<file path="src/rtl/mem_port_arbiter_if.sv">
// Request/response bundle between the IF/LSU requesters and the shared RAM port arbiter.
// master = requester side, slave = arbiter side.
interface mem_port_arbiter_if;
  logic        if_req_valid;
  logic        if_req_ready;
  logic [31:0] if_addr;
  logic        lsu_req_valid;
  logic        lsu_req_ready;
  logic        lsu_we;
  logic [2:0]  lsu_size;
  logic [31:0] lsu_addr;
  logic [31:0] lsu_wdata;
  logic        if_rsp_valid;
  logic        lsu_rsp_valid;
  logic [31:0] rsp_data;
  logic        rsp_err;

  modport master (
    output if_req_valid, if_addr,
    output lsu_req_valid, lsu_we, lsu_size, lsu_addr, lsu_wdata,
    input  if_req_ready, lsu_req_ready,
    input  if_rsp_valid, lsu_rsp_valid, rsp_data, rsp_err
  );

  modport slave (
    input  if_req_valid, if_addr,
    input  lsu_req_valid, lsu_we, lsu_size, lsu_addr, lsu_wdata,
    output if_req_ready, lsu_req_ready,
    output if_rsp_valid, lsu_rsp_valid, rsp_data, rsp_err
  );
endinterface

</file>
<file path="src/rtl/mem_port_arbiter.sv">
// Shares one byte-addressed sync RAM port between instruction fetch and the load/store unit,
// rejecting illegal accesses with an error response and no RAM activity.
//
// state  | meaning
// IDLE   | ready toward the selected requester; accept latches the request
// ISSUE  | address/controls driven to RAM (store write happens here)
// RESP   | one-cycle response pulse to the latched requester
module mem_port_arbiter #(
  parameter int ADDR_W     = 12,
  parameter int ARB_MODE   = 0,
  parameter int RESET_PRIO = 0
) (
  input  logic               clk,
  input  logic               rst,
  mem_port_arbiter_if.slave  bus,
  output logic               ram_we,
  output logic [2:0]         ram_wr_ctrl,
  output logic [2:0]         ram_rd_ctrl,
  output logic [31:0]        ram_addr,
  output logic [31:0]        ram_wr_data,
  input  logic [31:0]        ram_rd_data
);

  localparam logic [1:0] S_IDLE  = 2'd0;
  localparam logic [1:0] S_ISSUE = 2'd1;
  localparam logic [1:0] S_RESP  = 2'd2;
  localparam logic [2:0] SZ_W    = 3'b010;

  logic [1:0]  state;
  logic        prio_lsu;
  logic        id_lsu_q;
  logic        we_q;
  logic        err_q;
  logic [2:0]  size_q;
  logic [31:0] addr_q;
  logic [31:0] wdata_q;

  logic        grant_any;
  logic        grant_lsu;
  logic        sel_we;
  logic [2:0]  sel_size;
  logic [31:0] sel_addr;
  logic [31:0] sel_wdata;
  logic        sel_err;
  logic        in_idle;
  logic        in_issue;
  logic        in_resp;

  function automatic logic is_illegal(input logic we, input logic [2:0] size,
                                      input logic [31:0] addr);
    logic bad;
    bad = (size == 3'b011) || (size == 3'b110) || (size == 3'b111) || (we && size[2]);
    if ((size[1:0] == 2'b01) && addr[0])
      bad = 1'b1;
    if ((size[1:0] == 2'b10) && (addr[1:0] != 2'b00))
      bad = 1'b1;
    if (addr[31:ADDR_W] != '0)
      bad = 1'b1;
    return bad;
  endfunction

  always_comb begin
    grant_any = bus.if_req_valid | bus.lsu_req_valid;
    if (bus.if_req_valid && bus.lsu_req_valid)
      grant_lsu = (ARB_MODE == 1) ? 1'b1 : prio_lsu;
    else
      grant_lsu = bus.lsu_req_valid;
    // Fetches are always word reads with no write data.
    sel_we    = grant_lsu ? bus.lsu_we    : 1'b0;
    sel_size  = grant_lsu ? bus.lsu_size  : SZ_W;
    sel_addr  = grant_lsu ? bus.lsu_addr  : bus.if_addr;
    sel_wdata = grant_lsu ? bus.lsu_wdata : '0;
    sel_err   = is_illegal(sel_we, sel_size, sel_addr);
  end

  always_ff @(posedge clk or posedge rst) begin
    if (rst) begin
      state    <= S_IDLE;
      prio_lsu <= (RESET_PRIO != 0);
      id_lsu_q <= 1'b0;
      we_q     <= 1'b0;
      err_q    <= 1'b0;
      size_q   <= SZ_W;
      addr_q   <= '0;
      wdata_q  <= '0;
    end else begin
      case (state)
        S_IDLE: begin
          if (grant_any) begin
            id_lsu_q <= grant_lsu;
            we_q     <= sel_we;
            size_q   <= sel_size;
            addr_q   <= sel_addr;
            wdata_q  <= sel_wdata;
            err_q    <= sel_err;
            prio_lsu <= ~grant_lsu;
            state    <= sel_err ? S_RESP : S_ISSUE;
          end
        end
        S_ISSUE: state <= S_RESP;
        default: state <= S_IDLE;
      endcase
    end
  end

  always_comb begin
    in_idle  = (state == S_IDLE) && !rst;
    in_issue = (state == S_ISSUE) && !rst;
    in_resp  = (state == S_RESP) && !rst;

    bus.if_req_ready  = in_idle && bus.if_req_valid && !grant_lsu;
    bus.lsu_req_ready = in_idle && bus.lsu_req_valid && grant_lsu;

    ram_we      = in_issue && we_q;
    ram_addr    = in_issue ? addr_q : '0;
    ram_wr_ctrl = in_issue ? size_q : SZ_W;
    ram_rd_ctrl = in_issue ? size_q : SZ_W;
    ram_wr_data = (in_issue && we_q) ? wdata_q : '0;

    // RAM read data is registered, so it lines up with the RESP cycle.
    bus.if_rsp_valid  = in_resp && !id_lsu_q;
    bus.lsu_rsp_valid = in_resp && id_lsu_q;
    bus.rsp_err       = in_resp && err_q;
    bus.rsp_data      = (in_resp && !err_q && !we_q) ? ram_rd_data : '0;
  end

endmodule

</file>
<file path="src/flat_wrapper.sv">
// flat-port wrapper written by rule: the top's interface ports become plain ports
module mem_port_arbiter_flat 
#(
  parameter int ADDR_W     = 12,
  parameter int ARB_MODE   = 0,
  parameter int RESET_PRIO = 0
)
  (clk, rst, ram_we, ram_wr_ctrl, ram_rd_ctrl, ram_addr, ram_wr_data, ram_rd_data, bus_if_req_valid, bus_if_addr, bus_lsu_req_valid, bus_lsu_we, bus_lsu_size, bus_lsu_addr, bus_lsu_wdata, bus_if_req_ready, bus_lsu_req_ready, bus_if_rsp_valid, bus_lsu_rsp_valid, bus_rsp_data, bus_rsp_err);
  mem_port_arbiter_if bus_i ();
  input  logic clk;
  input  logic rst;
  output logic ram_we;
  output logic [2:0] ram_wr_ctrl;
  output logic [2:0] ram_rd_ctrl;
  output logic [31:0] ram_addr;
  output logic [31:0] ram_wr_data;
  input  logic [31:0] ram_rd_data;
  input wire logic [$bits(bus_i.if_req_valid)-1:0] bus_if_req_valid;
  input wire logic [$bits(bus_i.if_addr)-1:0] bus_if_addr;
  input wire logic [$bits(bus_i.lsu_req_valid)-1:0] bus_lsu_req_valid;
  input wire logic [$bits(bus_i.lsu_we)-1:0] bus_lsu_we;
  input wire logic [$bits(bus_i.lsu_size)-1:0] bus_lsu_size;
  input wire logic [$bits(bus_i.lsu_addr)-1:0] bus_lsu_addr;
  input wire logic [$bits(bus_i.lsu_wdata)-1:0] bus_lsu_wdata;
  output wire logic [$bits(bus_i.if_req_ready)-1:0] bus_if_req_ready;
  output wire logic [$bits(bus_i.lsu_req_ready)-1:0] bus_lsu_req_ready;
  output wire logic [$bits(bus_i.if_rsp_valid)-1:0] bus_if_rsp_valid;
  output wire logic [$bits(bus_i.lsu_rsp_valid)-1:0] bus_lsu_rsp_valid;
  output wire logic [$bits(bus_i.rsp_data)-1:0] bus_rsp_data;
  output wire logic [$bits(bus_i.rsp_err)-1:0] bus_rsp_err;
  assign bus_i.if_req_valid = bus_if_req_valid;
  assign bus_i.if_addr = bus_if_addr;
  assign bus_i.lsu_req_valid = bus_lsu_req_valid;
  assign bus_i.lsu_we = bus_lsu_we;
  assign bus_i.lsu_size = bus_lsu_size;
  assign bus_i.lsu_addr = bus_lsu_addr;
  assign bus_i.lsu_wdata = bus_lsu_wdata;
  assign bus_if_req_ready = bus_i.if_req_ready;
  assign bus_lsu_req_ready = bus_i.lsu_req_ready;
  assign bus_if_rsp_valid = bus_i.if_rsp_valid;
  assign bus_lsu_rsp_valid = bus_i.lsu_rsp_valid;
  assign bus_rsp_data = bus_i.rsp_data;
  assign bus_rsp_err = bus_i.rsp_err;
  mem_port_arbiter #(.ADDR_W(ADDR_W), .ARB_MODE(ARB_MODE), .RESET_PRIO(RESET_PRIO)) u_core (.clk(clk), .rst(rst), .bus(bus_i), .ram_we(ram_we), .ram_wr_ctrl(ram_wr_ctrl), .ram_rd_ctrl(ram_rd_ctrl), .ram_addr(ram_addr), .ram_wr_data(ram_wr_data), .ram_rd_data(ram_rd_data));
endmodule
</file>
<file path="config.mk">
export PLATFORM = sky130hd
export DESIGN_NAME = mem_port_arbiter_flat
export DESIGN_NICKNAME = d
export VERILOG_FILES = /design/src/rtl/mem_port_arbiter_if.sv /design/src/rtl/mem_port_arbiter.sv /design/src/flat_wrapper.sv
export SDC_FILE = /design/constraint.sdc
export NUM_CORES = 1
export LEC_CHECK = 0
export CAP_MARGIN = 15
export CORE_MARGIN = 2
export CORE_UTILIZATION = 35
export DETAILED_ROUTE_END_ITERATION = 10
export GPL_ROUTABILITY_DRIVEN = 0
export MAX_ROUTING_LAYER = met4
export PLACE_DENSITY_LB_ADDON = 0.15
export SETUP_SLACK_MARGIN = 0.15
export SLEW_MARGIN = 20
export SYNTH_ARGS = -nofsm -noshare
export SYNTH_HDL_FRONTEND = slang
export SYNTH_SLANG_ARGS = --single-unit
</file>
<file path="constraint.sdc">
create_clock -name clk -period 2.7 [get_ports clk]
set_clock_uncertainty 0.05 [all_clocks]
set_input_delay 0.54 -clock clk [delete_from_list [all_inputs] [get_ports clk]]
set_output_delay 0.54 -clock clk [all_outputs]
set_load 0.1 [all_outputs]
</file>
; After elaboration in Yosys (flattened, before gate mapping)
; Index checks and enable logic that the tools add are counted.
[totals]
register_bits = 73
input_bits = 136
out_inout_bits = 108
[op_classes]
eq_ne = 8
n_mux = 15
n_bitwise = 2
reduce_logical = 29
[op_table]
columns = operator, n
row1 = $mux W32, 5
row2 = $reduce_bool A20 Y1, 1
row3 = $logic_and A1 B1 Y1, 17
row4 = $eq A3 B3 Y1 const B, 2
row5 = $mux W3, 2
row6 = $logic_not A1 Y1, 5
row7 = $mux W1, 5
row8 = $eq A2 B1 Y1 const B, 2
row9 = $eq A2 B2 Y1 const B, 2
row10 = $mux W2, 2
row11 = $pmux W2 S2, 1
row12 = $eq A3 B2 Y1 const B, 1
row13 = $logic_or A1 B1 Y1, 3
row14 = $logic_not A2 Y1, 1
row15 = $ne A2 B1 Y1 const B, 1
row16 = $reduce_and A2 Y1, 1
row17 = $reduce_bool A2 Y1, 1
row18 = $not A1 Y1, 1
row19 = $or A1 B1 Y1, 1

; Logic depth before layout (Yosys ltp)
[depth]
word_depth = 13
ltp_mapped = 7
ltp_nobuf = 4

; Least setup slack after synthesis
; No wires, ideal clock.
[synth_path]
path_kind = input -> output
startpoint = input bus_lsu_req_valid
endpoint = output bus_if_req_ready
t_arrival_ps = 4037
setup_slack_ps = -1927
path_stages = 3
n_path_buf = 1
path_cell_list = a21boi_1 -> clkbuf_1 -> nor4b_1
[synth_via]
elab_chain_len = 4
[synth_rtl]
columns = item, line
row1 = start: declaration, flat_wrapper.sv:20  ; input wire logic [$bits(bus_i.lsu_req_valid)-1:0] bus_lsu_req_valid;
row2 = $logic_and A1 B1 Y1, mem_port_arbiter.sv:64  ; if (bus.if_req_valid && bus.lsu_req_valid)
row3 = $mux W1 *, mem_port_arbiter.sv:64
row4 = $logic_not A1 Y1 *, mem_port_arbiter.sv:111  ; bus.if_req_ready = in_idle && bus.if_req_valid && !grant_lsu;
row5 = $logic_and A1 B1 Y1 *, mem_port_arbiter.sv:111
row6 = end: declaration, flat_wrapper.sv:25  ; output wire logic [$bits(bus_i.if_req_ready)-1:0] bus_if_req_ready;
; Mark *: on every way between the ends. The rest lies on a longest branch, timed or not.

; Final worst setup path
[layout_path]
startpoint = input bus_if_req_valid
endpoint = output bus_lsu_req_ready
[layout_via]
elab_chain_len = 3
[layout_rtl]
columns = item, line
row1 = start: declaration, flat_wrapper.sv:18  ; input wire logic [$bits(bus_i.if_req_valid)-1:0] bus_if_req_valid;
row2 = $logic_and A1 B1 Y1, mem_port_arbiter.sv:64
row3 = $mux W1, mem_port_arbiter.sv:64
row4 = $logic_and A1 B1 Y1, mem_port_arbiter.sv:112  ; bus.lsu_req_ready = in_idle && bus.lsu_req_valid && grant_lsu;
row5 = end: declaration, flat_wrapper.sv:26  ; output wire logic [$bits(bus_i.lsu_req_ready)-1:0] bus_lsu_req_ready;
; Every way passes these cells.

==> flow_summary.yaml <==
sta:
  fin_crit_sh: 0.918
  slew_violations: 0
  slew-limit-headroom: 0.557
  holdWs_ns: 0.447
  setup_viol: 0
  fmax_mhz: 404
  layout_min_cycle_time_ns: 2.48
  finalHoldViolCount: 0
  worst_pin_slew_ns: 0.659
  rsz0062_at_grt: "yes"
  setup_tns_ns: 0
power_and_ir_drop:
  seqPwrFrac: 0.439
  p_clk_frac: 0.259
  leakagePower_uw: 0.00347
  p_sw_uw: 993
  p_per_area_nw_per_um2: 404
  comb_power_share: 0.302
  switching_share: 0.313
  peakVddDrop_mv: 0.277
  p_int_uw: 2180
status:
  status: "completed"
clock_network:
  cts.reportedPaths.clkPinSlew_ns: 0.08
  cts_max_path_buffers: 2
  clock-sinks: 73
  numCtsBuffers: 9
  cts_root_buffer: "clkbuf_8"
  cts_tree: "done"
  cts_hold_buf: 0
  clk_latency_ns: 0.32
  cts-htree-levels: 3
detailed_routing:
  wl_per_cell_um: 17.7
  drtIter0Drc: 265
  routed_wirelength_mm: 13.8
  drc_errors: 0
  vias: 4109
  postRouteAntennaNets: 0
  vias_per_cell: 5.27
  drt_pass1_iterations: 5
setup_path:
  end_kind: "output pin"
  reg2reg_from: "u_core.state[1]"
  reg2reg_depth: 5
  r2r-end: "u_core.addr_q[10]"
  cp_max_fo: 2
  critPathLaunchType: "input pin"
  critPathRequiredTime_ns: 2.11
  ff2ff_setup_slack_ns: 0.75
  criticalPathCategory: "in2out"
  cp.arrival_ns: 1.89
floorplan:
  rows: 37
  start_util: 0.362
  die_area_sq_um: 11600
  core_sq_um: 10400
  die_w_um: 108
  die_h_um: 108
  ios: 244
global_routing:
  grt_util_all_layers: 0.246
  grt_pass1_vias: 4100
  grt_max_degree: 57
  grt_pass1_wl_mm: 21.7
  grt_antenna_before_repair: 1
  grt_overflow: 0
yosys:
  synth-xor-area-share: 0
  yosys.area_share.simple: 0.300
  synth.distinct_cells: 31
  synth_area_sq_um: 3770
  netlist_instances: 403
  synth_seq_cells: 73
  synth_top_cell_by_area: "dfrtp_1"
  yosysWarningCount: 0
  synth_top_family_by_area: "simple AND/OR/NAND/NOR gates"
  synth_fp_nets: 539
  muxShareOfSynthArea: 0
  ys_seq_area_frac: 0.485
  synth_compound_area_frac: 0.162
  avgSynthCellArea_sq_um: 9.36
  ys_top_cells_by_area: "dfrtp_1, and2_1, a22o_1"
  yosysTopAreaCellShare: 0.478
  synth_fa_ha_area_frac: 0
placed_design:
  port_buffers: 243
  dpl.hpwl_mm: 10.6
layout:
  multi_input_area_sq_um: 1890
  layout-drive-gt1-share: 0.341
  nFillCells: 695
  area.sequential_sq_um: 1830
  nets: 775
  area_growth_pct: 108
min_path:
  min-delay-start: "u_core.size_q[0]"
  min_to: "u_core.size_q[0]"
  whs_path_depth: 1
  hp-class: "reg2reg"
flow_run:
  maxCapViolCount: 0
cell usage in the layout (no fill, tap or decap), types with 2 or more instances in the layout:
| cell | n |
|---|---|
| a221o_1 | 10 |
| a22o_1 | 35 |
| a31oi_1 | 22 |
| and2_1 | 5 |
| and2_2 | 61 |
| and3_1 | 44 |
| buf_12 | 113 |
| buf_4 | 13 |
| clkbuf_8 | 9 |
| clkdlybuf4s50_1 | 134 |
| clkinv_2 | 3 |
| clkinv_4 | 2 |
| dfrtp_1 | 71 |
| inv_1 | 2 |
| nand2_1 | 48 |
| nor2_1 | 27 |
| nor2_2 | 2 |
| nor2_4 | 2 |
| nor3_1 | 2 |
| nor3_4 | 2 |
| nor4_1 | 12 |
Yosys cell counts:
library cell	number
a221oi_1	1
dfrtp_1	72
o31ai_1	1
buf_1	4
nor2_2	1
a21o_1	1
a21oi_1	1
o211ai_1	1
o41ai_1	1
buf_4	5
nand2b_1	1
inv_1	3
and3_1	44
buf_6	3
clkbuf_1	20
dfstp_2	1
nor2_1	30
a31oi_1	22
and2_1	67
o21ai_1	1
nand2_1	49
nor4b_1	1
o21a_1	1
buf_2	6
nor4_1	12
nand4_1	1
nor3_1	5
a221o_1	10
a22o_1	35
or3_1	2
a21boi_1	1
cell families (layout without fill, tap and decap cells):
| logic type | Yosys count | in the layout |
|---|---|---|
| and+or+nand+nor | 213 | 213 |
| buffers and inverters | 41 | 281 |
| DFF | 73 | 73 |
| other | 0 | 1 |
| AOI/OAI and AO/OA | 76 | 76 |
per-stage QoR:
step	utilization	area (sq um)	setup WS (ns)	total power [uW]	cells
after floorplan	-	3890	0.112	1910	403
after global placement	0.728	7580	0.124	2310	760
after detailed placement	0.728	7580	0.0520	2350	760
after CTS	0.753	7840	0.168	3190	779
after global routing	0.753	7850	0.138	3330	780
final	0.753	7850	0.222	3170	780
timing repair:
action | in CTS | in global routing
hold endpoints to repair | 0 | 0
endpoints found under the setup margin | 33 | 69
setup buffers | 3 | 0
resized for setup | 6 | 2
pin swaps | 3 | 2
gates cloned | 1 | 0
flip-flops by register name (all words and copies together), names as in the netlist:
signal and cells:
u_core.addr_q 32, u_core.id_lsu_q 1, u_core.wdata_q 32, u_core.we_q 1
u_core.size_q 3, u_core.state 2, u_core.prio_lsu 1, u_core.err_q 1
cell type report:
type	count	area share
Multi-Input combinational cell	289	0.241
Tap cell	136	0.0217
Antenna cell	1	0.000319
Timing Repair Buffer	263	0.478
Clock buffer	10	0.0163
Clock inverter	5	0.00733
Inverter	3	0.00159
Sequential cell	73	0.233
worst max-delay path, stage by stage:
cell and delay [ns]:
clkdlybuf4s50_1 0.49, nor2_1 0.08, or3_4 0.35, nor3_4 0.23, buf_12 0.20
routing by layer:
metal	global-route usage	up-vias	part of all wire
met4	0.0659	0	0.020
li1	-	1899	-
met5	-	-	0
met3	0.0726	19	0.085
met2	0.398	201	0.50
met1	0.302	1990	0.39
worst max path at each step:
| stage | start | to | slack [ns] | cells after the start |
|---|---|---|---|---|
| after floorplan | bus_lsu_req_valid | bus_if_req_ready | 0.11 | 3 |
| after global placement | bus_lsu_req_valid | u_core.addr_q[3] | 0.12 | 7 |
| after detailed placement | bus_if_req_valid | u_core.addr_q[10] | 0.05 | 7 |
| after CTS | bus_if_req_valid | bus_lsu_req_ready | 0.17 | 5 |
| after global routing | u_core.state[1] | ram_wr_data[17] | 0.14 | 5 |
| final | bus_if_req_valid | bus_lsu_req_ready | 0.22 | 5 |
power groups by stage:
stage	clock network, uW	registers, uW	logic (uW)
final	820	1390	959
after global routing	888	1410	1030
after CTS	844	1390	962
after detailed placement	0	1410	945
after global placement	0	1390	919
after floorplan	0	1370	538
No activity file was read; power rests on OpenSTA's default activity.
